**src/rtl/dti_rr_arbiter.sv**
```systemverilog
// Round-robin arbiter feeding one registered dti output stage from N producers.
// Optional packet lock on the eot bit (data[W-1]) under `ARB_EOT_LOCK_EN.
module dti_rr_arbiter #(
    parameter int N = 4,
    parameter int W = 16
) (
    input  logic                      clk,
    input  logic                      rst,
    input  logic [N*W-1:0]            din_data,
    input  logic [N-1:0]              din_valid,
    output logic [N-1:0]              din_ready,
    output logic [W-1:0]              dout_data,
    output logic                      dout_valid,
    input  logic                      dout_ready,
    output logic [$clog2(N)-1:0]      dout_sel
);

    localparam int IDXW = $clog2(N);

    logic [IDXW-1:0] r_ptr;
    logic [W-1:0]    r_dout_data;
    logic            r_dout_valid;
    logic [IDXW-1:0] r_dout_sel;

    logic [N-1:0]    w_elig;
    logic            w_any;
    logic            w_load;
    logic            w_release;
    logic [IDXW-1:0] w_g;
    logic [W-1:0]    w_gdata;

    // Scan from the pointer upward, wrapping, and take the first eligible.
    always_comb begin
        int j;
        w_g = '0;
        j   = 0;
        for (int k = N - 1; k >= 0; k--) begin
            j = int'(r_ptr) + k;
            if (j >= N) j = j - N;
            if (w_elig[j]) w_g = IDXW'(j);
        end
    end

    assign w_any   = |w_elig;
    assign w_load  = rst & (~r_dout_valid | dout_ready) & w_any;
    assign w_gdata = din_data[int'(w_g)*W +: W];

    always_comb begin
        din_ready = '0;
        if (w_load) din_ready[w_g] = 1'b1;
    end

`ifdef ARB_EOT_LOCK_EN
    logic            r_lock;
    logic [IDXW-1:0] r_lock_idx;
    logic [N-1:0]    w_lock_mask;

    always_comb begin
        w_lock_mask = '0;
        w_lock_mask[r_lock_idx] = 1'b1;
    end

    assign w_elig    = r_lock ? (din_valid & w_lock_mask) : din_valid;
    assign w_release = w_load & w_gdata[W-1];

    always_ff @(posedge clk or negedge rst) begin
        if (!rst) begin
            r_lock     <= 1'b0;
            r_lock_idx <= '0;
        end else if (w_load) begin
            r_lock     <= ~w_gdata[W-1];
            r_lock_idx <= w_g;
        end
    end
`else
    assign w_elig    = din_valid;
    assign w_release = w_load;
`endif

    always_ff @(posedge clk or negedge rst) begin
        if (!rst) begin
            r_ptr <= '0;
        end else if (w_release) begin
            r_ptr <= (w_g == IDXW'(N - 1)) ? '0 : w_g + 1'b1;
        end
    end

    // A new beat may replace the draining one in the same cycle.
    always_ff @(posedge clk or negedge rst) begin
        if (!rst) begin
            r_dout_valid <= 1'b0;
            r_dout_data  <= '0;
            r_dout_sel   <= '0;
        end else if (w_load) begin
            r_dout_valid <= 1'b1;
            r_dout_data  <= w_gdata;
            r_dout_sel   <= w_g;
        end else if (r_dout_valid & dout_ready) begin
            r_dout_valid <= 1'b0;
        end
    end

    assign dout_data  = r_dout_data;
    assign dout_valid = r_dout_valid;
    assign dout_sel   = r_dout_sel;

endmodule
```
**config.mk**
```make
export PLATFORM = sky130hd
export DESIGN_NAME = dti_rr_arbiter
export DESIGN_NICKNAME = d
export VERILOG_FILES = /design/src/rtl/dti_rr_arbiter.sv
export SDC_FILE = /design/constraint.sdc
export NUM_CORES = 1
export LEC_CHECK = 0
export CAP_MARGIN = 30
export CORE_ASPECT_RATIO = 0.9
export CORE_MARGIN = 4
export CORE_UTILIZATION = 25
export CTS_CLUSTER_DIAMETER = 80
export CTS_CLUSTER_SIZE = 14
export DETAILED_ROUTE_END_ITERATION = 16
export PLACE_DENSITY_LB_ADDON = 0.15
export REMOVE_ABC_BUFFERS = 1
export SETUP_SLACK_MARGIN = 0.02
export SYNTH_ARGS = -nofsm -noshare
export SYNTH_HDL_FRONTEND = slang
export SYNTH_SLANG_ARGS = --single-unit
```
**constraint.sdc**
```tcl
create_clock -name clk -period 3.16 [get_ports clk]
set_clock_uncertainty 0.1 [all_clocks]
set_input_delay 0.948 -clock clk [delete_from_list [all_inputs] [get_ports clk]]
set_output_delay 0.948 -clock clk [all_outputs]
set_load 0.01 [all_outputs]
```
==> results.toml, run 1 <==
[status]
status = "complete, no violations"

[power_and_ir_drop]
power.density_nw_per_um2 = 593
share_of_power_burned_in_registers = 0.292
vdd.ir_drop.worst_uv = 246
power.share.combinational = 0.598
p_int_w = 0.00102
p_switching_w = 0.000585
netSwitchingFraction = 0.366
power_frac_clock = 0.110
total_leakage_power_nw = 1.22

[floorplan]
pin_count = 94
core.rowCount = 26
initial_core_util = 0.259
fp.dieArea_sq_um = 7240
die_height_um = 81.1
die_w_um = 89.2
core-area_sq_um = 5730

[sta]
final-setup-viol-count = 0
hold_viol = 0
report.final.slew_viol_count = 0
worst_slew_margin_rel = 0.798
post-route-min-period_ps = 3100
max_clock_freq_ghz = 0.323
rsz0062_at_grt = "yes"
post-route-period-util = 0.981
totalNegativeSetupSlack_ps = 0
hold_ws_ps = 380
worstMarginPinSlew_ps = 302

[global_routing]
grt_start_max_net_pins = 33
grt_pass1_wl_um = 7620
number_of_antenna_violations_at_the_first_check_in_global_routing = 0
grt_pass1_vias = 1519
grt_remaining_overflow = 0
grt.total_usage = 0.138

[cts]
cts_tree = "built"
clk_pin_slew_ps = 80
cts_num_sinks = 21
root_buffer = "sky130_fd_sc_hd__clkbuf_8"
cts_hold_repair_buffers = 0
cts-buffers-inserted = 3
cts.htree.levels = 1
clock_latency_ps = 260
cts.path.max_buffers = 2

[worst_setup_path]
cp_max_fo = 4
crit_path_start_kind = "input pin"
critical_path.max_stage_delay_ps = 220
path_class = "in -> out"
timing.critical_path.mode_cell = "sky130_fd_sc_hd__buf_4"
timing.critical_path.to_type = "output port"
crit_chain = "buf_4 -> nor3b_4 -> a211oi_4 -> buf_4 -> buf_4 -> nor3_4 -> and2_1 -> buf_2"
worst-endpoint-arrival_ps = 2050
cp.required_ps = 2110
critPathSlowestCell = "sky130_fd_sc_hd__nor3b_4"

[route]
post_drt_wl_per_cell_um = 14.7
detail_route.drc_violations = 0
initialDrtViolationCount = 30
antenna_violating_nets_post_route = 0
drt_wl_total_um = 4970
dr_total_vias = 1582
vias_per_cell = 4.68
first_drt_pass_iteration_count = 4

[yosys]
yosysWarnings = 0
synth_edf_count = 0
synthArstFlopShare = 1.00
netlist_area_sq_um = 1490
postSynthCellCount = 161
synth.yosys.seq_area_share = 0.354
synth.avg_cell_area_sq_um = 9.22
ys_dominant_reg_cell = "sky130_fd_sc_hd__dfrtp_1"
synth_seq_cells = 21
ys_types = 28

[job]
maxCapViolCount = 0

[final_layout]
final-seq-area_sq_um = 526
final_core_util = 0.471
insertedDiodeCount = 0
multi_input_area_sq_um = 955
fin_nets = 341
syn2layout_area_growth_pct = 81.6
drive_above_1_share = 0.205
filler_cell_count = 596
final_area_sq_um = 2700

[min_path]
min-delay-path-class = "reg -> reg"

[placed_design]
placed_cell_area_sq_um = 2550
gp_congestion = 0.811
hpwl_detailed_um = 3570
numPortBuffers = 93
metal layers:
layer / GRT usage / routed length (um)
met2: 0.206 / 2100
met1: 0.187 / 2230
met5: 0 / 0
met3: 0.0527 / 615
met4: 0.0357 / 15
layout by cell type, fill, tap and decap left out, types with 2 or more instances in the layout:
cell,instances
sky130_fd_sc_hd__a21o_1,2
sky130_fd_sc_hd__o21ai_1,12
sky130_fd_sc_hd__buf_4,23
sky130_fd_sc_hd__buf_6,2
sky130_fd_sc_hd__nand2b_4,2
sky130_fd_sc_hd__dfrtp_1,21
sky130_fd_sc_hd__mux2i_1,17
sky130_fd_sc_hd__and3_1,16
sky130_fd_sc_hd__o211ai_2,9
sky130_fd_sc_hd__o211ai_1,7
sky130_fd_sc_hd__buf_2,6
sky130_fd_sc_hd__a21boi_0,16
sky130_fd_sc_hd__o21ai_0,5
sky130_fd_sc_hd__inv_1,2
sky130_fd_sc_hd__clkdlybuf4s50_1,83
sky130_fd_sc_hd__nor2_1,4
sky130_fd_sc_hd__mux2_2,2
sky130_fd_sc_hd__nand2_1,20
sky130_fd_sc_hd__clkbuf_8,3
cell usage after synthesis (all sizes together), types with 2 or more instances:
| cell | count | share of area |
|---|---|---|
| and3 | 16 | 0.067 |
| nand2 | 21 | 0.053 |
| o211ai | 16 | 0.11 |
| inv | 2 | 0.0051 |
| nand2b | 3 | 0.013 |
| a21o | 2 | 0.010 |
| mux2 | 2 | 0.015 |
| dfrtp | 21 | 0.35 |
| mux2i | 17 | 0.11 |
| buf | 6 | 0.023 |
| clkbuf | 7 | 0.018 |
| nor2 | 5 | 0.013 |
| nor3 | 2 | 0.010 |
| o21ai | 17 | 0.057 |
| a21boi | 16 | 0.081 |
critical path, delay by kind of cell:
kind	cells	cell delay (ps)
simple gates	3	520
buf+inv	4	520
compound gates	1	50
layout make-up:
class,instances,share of cell area
clock buffer,4,0.0167
sequential,21,0.195
timing repair buffer,116,0.399
inverter,2,0.00278
multi-input combinational,125,0.354
tap,70,0.0325
metrics by stage:
stage               worst slack, ps  instances  total power, W
floorplan                      -673        148        0.000888
global placement               -704        325         0.00136
detailed placement             -734        325         0.00136
CTS                            36.9        337         0.00158
global route                   12.6        338         0.00174
finish                         60.6        338         0.00160
logic make-up after synthesis:
kind of cell               Yosys count  synth area share
DFF                                 21             0.354
buffers and inverters               15            0.0455
muxes                               19             0.130
and+or+nand+nor                     52             0.185
AOI/OAI and AO/OA                   53             0.278
adders and majority gates            1           0.00842
state kept, by name, summed over array words and instances (netlist names):
signal	count
dout_sel	2
r_ptr	2
dout_valid	1
dout_data	16
worst paths after layout:
| path | cells after the start | slack (ps) | start | end |
|---|---|---|---|---|
| max in group asynchronous | 2 | 2060 | rst | dout_data[9] |
| min in group asynchronous | 2 | 680 | rst | r_ptr[0] |
| min reg2reg | 2 | 380 | dout_sel[0] | dout_sel[0] |
| max | 8 | 60 | din_valid[1] | din_ready[2] |
| max reg2reg | 10 | 860 | r_ptr[0] | dout_data[2] |
| min | 2 | 380 | dout_sel[0] | dout_sel[0] |
power by group through the flow:
| stage | clock [W] | sequential, W | combinational, W |
|---|---|---|---|
| 3_3_place_gp | 0 | 0.000458 | 0.000901 |
| 2_1_floorplan | 0 | 0.000501 | 0.000387 |
| 4_1_cts | 0.000184 | 0.000461 | 0.000939 |
| 3_5_place_dp | 0 | 0.000459 | 0.000902 |
| 5_1_grt | 0.000200 | 0.000486 | 0.00105 |
| 6_report | 0.000176 | 0.000467 | 0.000957 |
repair_timing:
| item | 4_1_cts | 5_1_grt |
|---|---|---|
| endpoints found under the setup margin | 4 | 4 |
| buffers inserted | 8 | 1 |
| gates cloned | 0 | 0 |
| pin swaps | 8 | 8 |
| gates resized for setup | 37 | 12 |
Power figures use the tool's default switching activity.
==> run 2: changes to the inputs <==
--- a/config.mk
+++ b/config.mk
@@ -8,7 +8,7 @@
 export CAP_MARGIN = 30
 export CORE_ASPECT_RATIO = 0.9
 export CORE_MARGIN = 4
-export CORE_UTILIZATION = 25
+export CORE_UTILIZATION = 33
 export CTS_CLUSTER_DIAMETER = 80
 export CTS_CLUSTER_SIZE = 14
 export DETAILED_ROUTE_END_ITERATION = 16
==> results.toml, run 2 (synthesized netlist as in run 1, its figures left out) <==
[final_layout]
commonest_non_fill_non_tap_cells_in_the_layout = "sky130_fd_sc_hd__clkdlybuf4s50_1 (83), sky130_fd_sc_hd__dfrtp_1 (21), sky130_fd_sc_hd__nand2_1 (20)"
syn2layout_area_growth_pct = 80.9
insertedDiodeCount = 0
fin_nets = 338
mostFrequentLayoutCell = "sky130_fd_sc_hd__clkdlybuf4s50_1"
drive_above_1_share = 0.215
largest_register_ff_count = 16
filler_cell_count = 368

[cts]
cts-buffers-inserted = 3
cts.htree.levels = 1
clk_pin_slew_ps = 80
cts_num_sinks = 21
cts.path.max_buffers = 2
cts_tree = "built"
clock_latency_ps = 270
root_buffer = "sky130_fd_sc_hd__clkbuf_8"

[worst_setup_path]
worst-endpoint-arrival_ps = 2080
worstPathBufferInverterCount = 2
critPathSlowestCell = "sky130_fd_sc_hd__or4_4"
crit_path_start_kind = "input pin"
crit_family = "simple AND/OR/NAND/NOR gates"
worst-path-stages = 6
beginning_of_the_critical_path = "din_valid[1]"
reg2reg_setup_slack_ps = 1240
worst_r2r_startpoint = "r_ptr[1]"
worst_setup_path_endpoint = "din_ready[2]"
worst_r2r_endpoint = "dout_data[15]"
timing.critical_path.to_type = "output port"
crit_chain = "buf_8 -> or4_4 -> nand3_4 -> nor3_4 -> and2_1 -> buf_2"
cp_max_fo = 5
worstRegToRegCells = 7
path_class = "in -> out"
critical_path.max_stage_delay_ps = 550
cp.required_ps = 2110

[sta]
worstMarginPinSlew_ps = 277
max_clock_freq_ghz = 0.320
hold_viol = 0
worst_slew_margin_rel = 0.810
post-route-period-util = 0.988
rsz0062_at_grt = "yes"
totalNegativeSetupSlack_ps = 0
report.final.slew_viol_count = 0
post-route-worst-setup-slack_ps = 37.0
post-route-min-period_ps = 3120
final-setup-viol-count = 0

[route]
dr_total_vias = 1574
antenna_violating_nets_post_route = 0
drt_wl_total_um = 4820
initialDrtViolationCount = 34
detail_route.drc_violations = 0
post_drt_wl_per_cell_um = 14.8
vias_per_cell = 4.84
first_drt_pass_iteration_count = 4

[floorplan]
initial_core_util = 0.353
fp.dieArea_sq_um = 5640
core-area_sq_um = 4210
core.rowCount = 22
pin_count = 94
die_height_um = 71.6
die_w_um = 78.7

[power_and_ir_drop]
vdd.ir_drop.worst_uv = 239
p_total_w = 0.00159
total_leakage_power_nw = 1.20
power.density_nw_per_um2 = 593

[placed_design]
hpwl_detailed_um = 3530
numPortBuffers = 93
gp_congestion = 0.840
dp_slack_ps = -757

[global_routing]
number_of_antenna_violations_at_the_first_check_in_global_routing = 0
grt_remaining_overflow = 0
grt_pass1_vias = 1616
grt_start_max_net_pins = 33
grt_pass1_wl_um = 7770
grt.total_usage = 0.172

[status]
status = "complete, no violations"

[min_path]
min-delay-path-class = "reg -> reg"

[job]
maxCapViolCount = 0
-- run 2: cell types whose count changed in the layout (fill, tap and decap cells not counted), moves of 2 or more --
cell and change:
sky130_fd_sc_hd__inv_2 +2, sky130_fd_sc_hd__inv_1 -2, sky130_fd_sc_hd__buf_4 -4, sky130_fd_sc_hd__buf_2 -2
-- run 2: area by class of cell --
| cell class | instances | area (sq um) | area share |
|---|---|---|---|
| repair buffers | 113 | 1070 | 0.400 |
| multi-input cells | 125 | 958 | 0.357 |
| inverters | 2 | 7.51 | 0.00279 |
| clock buffers | 3 | 41.3 | 0.0154 |
| clock inverters | 1 | 5.00 | 0.00186 |
| well taps | 60 | 75.1 | 0.0279 |
| flip-flops and latches | 21 | 526 | 0.196 |
-- run 2: repair_timing --
item / in CTS / in global routing
endpoints found under the setup margin: 4 / 4
hold buffers: 0 / 0
hold endpoints to repair: 0 / 0
pin swaps: 8 / 12
buffers inserted: 1 / 3
gates resized for setup: 37 / 16
-- run 2: worst min-delay path by stage --
| stage | to | cells after the start | slack [ps] | startpoint |
|---|---|---|---|---|
| detailed placement | dout_data[9] | 2 | 370 | dout_data[9] |
| finish | dout_data[6] | 2 | 390 | dout_data[6] |
| CTS | dout_data[10] | 2 | 390 | dout_data[10] |
| global route | dout_data[15] | 2 | 410 | dout_data[15] |
| floorplan | dout_sel[0] | 2 | 420 | dout_sel[0] |
| global placement | dout_sel[1] | 1 | 360 | dout_sel[1] |
-- run 2: power breakdown --
part	internal (W)	switching [W]	leakage, nW	total (W)
clock network	0.0000880	0.0000955	0.0255	0.000183
registers	0.000380	0.0000780	0.258	0.000458
logic	0.000537	0.000415	0.921	0.000952
total	0.00100	0.000589	1.20	0.00159
-- run 2: routing by layer --
metal,part of all wire,GRT usage,vias to the layer above
met5,0,0,-
met4,0.0017,0.0214,0
met3,0.092,0.0628,2
met2,0.48,0.288,61
met1,0.43,0.219,719
li1,-,-,792
-- run 2: worst min-delay path, cell delays in order, from the launching register on --
cell	delay, ps
sky130_fd_sc_hd__dfrtp_1	350
sky130_fd_sc_hd__nand2_1	60
sky130_fd_sc_hd__o211ai_2	50
-- run 2: metrics by stage --
| step | utilization | instance area (sq um) | hold slack (ps) | cells |
|---|---|---|---|---|
| finish | 0.638 | 2690 | 390 | 325 |
| CTS | 0.619 | 2610 | 395 | 322 |
| global placement | 0.609 | 2560 | 361 | 317 |
| global route | 0.638 | 2690 | 406 | 325 |
| floorplan | - | 1430 | 416 | 148 |
| detailed placement | 0.609 | 2560 | 371 | 317 |
==> run 3: changes to the inputs <==
--- a/config.mk
+++ b/config.mk
@@ -12,6 +12,7 @@
 export CTS_CLUSTER_DIAMETER = 80
 export CTS_CLUSTER_SIZE = 14
 export DETAILED_ROUTE_END_ITERATION = 16
+export MAX_ROUTING_LAYER = met4
 export PLACE_DENSITY_LB_ADDON = 0.15
 export REMOVE_ABC_BUFFERS = 1
 export SETUP_SLACK_MARGIN = 0.02
==> results.toml, run 3 (synthesized netlist as in run 1, its figures left out) <==
[route]
detail_route.drc_violations = 0
dr_total_vias = 1574
first_drt_pass_iteration_count = 4
initialDrtViolationCount = 36
antenna_violating_nets_post_route = 0
drt_wl_total_um = 4810
post_drt_wl_per_cell_um = 14.8
vias_per_cell = 4.84

[final_layout]
mostFrequentLayoutCell = "sky130_fd_sc_hd__clkdlybuf4s50_1"
syn2layout_area_growth_pct = 80.9
final_area_sq_um = 2690
insertedDiodeCount = 0
fin_nets = 338
commonest_non_fill_non_tap_cells_in_the_layout = "sky130_fd_sc_hd__clkdlybuf4s50_1 (83), sky130_fd_sc_hd__dfrtp_1 (21), sky130_fd_sc_hd__nand2_1 (20)"
largest_register_ff_count = 16
drive_above_1_share = 0.215

[floorplan]
core.rowCount = 22
core-area_sq_um = 4210
die_height_um = 71.6
initial_core_util = 0.353
die_w_um = 78.7
pin_count = 94
fp.dieArea_sq_um = 5640

[power_and_ir_drop]
power.density_nw_per_um2 = 593
total_leakage_power_nw = 1.20
vdd.ir_drop.worst_uv = 239

[worst_setup_path]
cp_max_fo = 5
cp.required_ps = 2110
timing.critical_path.to_type = "output port"
critical_path.max_stage_delay_ps = 550
crit_path_start_kind = "input pin"
beginning_of_the_critical_path = "din_valid[1]"
worst_r2r_startpoint = "r_ptr[1]"
crit_chain = "buf_8 -> or4_4 -> nand3_4 -> nor3_4 -> and2_1 -> buf_2"
critPathSlowestCell = "sky130_fd_sc_hd__or4_4"
worst-endpoint-arrival_ps = 2070
path_class = "in -> out"

[sta]
final-setup-viol-count = 0
worst_slew_margin_rel = 0.810
hold_viol = 0
post-route-period-util = 0.988
max_clock_freq_ghz = 0.320
post-route-min-period_ps = 3120
report.final.slew_viol_count = 0
rsz0062_at_grt = "yes"
worstMarginPinSlew_ps = 277
totalNegativeSetupSlack_ps = 0

[placed_design]
hpwl_detailed_um = 3530
gp_congestion = 0.854
numPortBuffers = 93
placed_cell_area_sq_um = 2560

[global_routing]
grt_start_max_net_pins = 33
grt_pass1_vias = 1616
grt_peak_use_layer = "met2"
globalRouteMet1Util = 0.223
grt.met2_usage = 0.289
grt_remaining_overflow = 0
grt_pass1_wl_um = 7760
number_of_antenna_violations_at_the_first_check_in_global_routing = 0
globalRouteMet3Util = 0.0528
grt.total_usage = 0.177

[cts]
cts_num_sinks = 21
cts.path.max_buffers = 2
cts.htree.levels = 1
clock_latency_ps = 270
cts-buffers-inserted = 3
cts_tree = "built"
root_buffer = "sky130_fd_sc_hd__clkbuf_8"
cts_hold_repair_buffers = 0
clk_pin_slew_ps = 80

[job]
maxCapViolCount = 0

[min_path]
min-delay-path-class = "reg -> reg"
timing.hold.worst.start = "dout_data[6]"

[status]
status = "complete, no violations"
[run 3: cell counts in the layout (fill, tap and decap cells not counted)]
No cell type changed its count.
[run 3: critical path, delay by kind of cell]
kind                   cells  cell delay [ps]
buffers and inverters      2              230
and+or+nand+nor            4              890
[run 3: layout make-up]
cell class                 instances  area, sq um
clock inverter                     1         5.00
timing repair buffer             113         1070
fill                             368         1530
inverter                           2         7.51
tap                               60         75.1
sequential                        21          526
multi-input combinational        125          958
clock buffer                       3         41.3
[run 3: metal layers]
metal | vias to the layer above | routed length (um)
li1 | 792 | -
met1 | 719 | 2120
met2 | 61 | 2290
met3 | 2 | 393
met4 | 0 | 8
met5 | - | 0
[run 3: metrics by stage]
| step | hold slack, ps | utilization | total power (W) | instances | setup slack (ps) |
|---|---|---|---|---|---|
| floorplan | 416 | - | 0.000888 | 148 | -673 |
| global placement | 361 | 0.609 | 0.00135 | 317 | -732 |
| detailed placement | 371 | 0.609 | 0.00137 | 317 | -757 |
| CTS | 395 | 0.619 | 0.00156 | 322 | 5.91 |
| global route | 406 | 0.638 | 0.00171 | 325 | -4.43 |
| finish | 390 | 0.638 | 0.00159 | 325 | 37.4 |
[run 3: repair_timing]
item,CTS,global route
endpoints found under the setup margin,4,4
endpoints found under the hold margin,0,0
setup buffers,1,3
gates resized for setup,37,16
pin swaps,8,12
[run 3: path summary, 6_finish.rpt]
path | to | slack, ps | cells past startpoint
max | din_ready[2] | 40 | 6
min | dout_data[6] | 390 | 2
max reg2reg | dout_data[15] | 1240 | 7
min reg2reg | dout_data[6] | 390 | 2
max in group asynchronous | dout_data[9] | 1940 | 2
min in group asynchronous | dout_data[11] | 770 | 2
[run 3: power breakdown]
part | switching (W) | leakage [nW] | internal [W] | total, W
combinational | 0.000415 | 0.921 | 0.000537 | 0.000952
clock | 0.0000957 | 0.0255 | 0.0000880 | 0.000184
sequential | 0.0000779 | 0.258 | 0.000380 | 0.000458
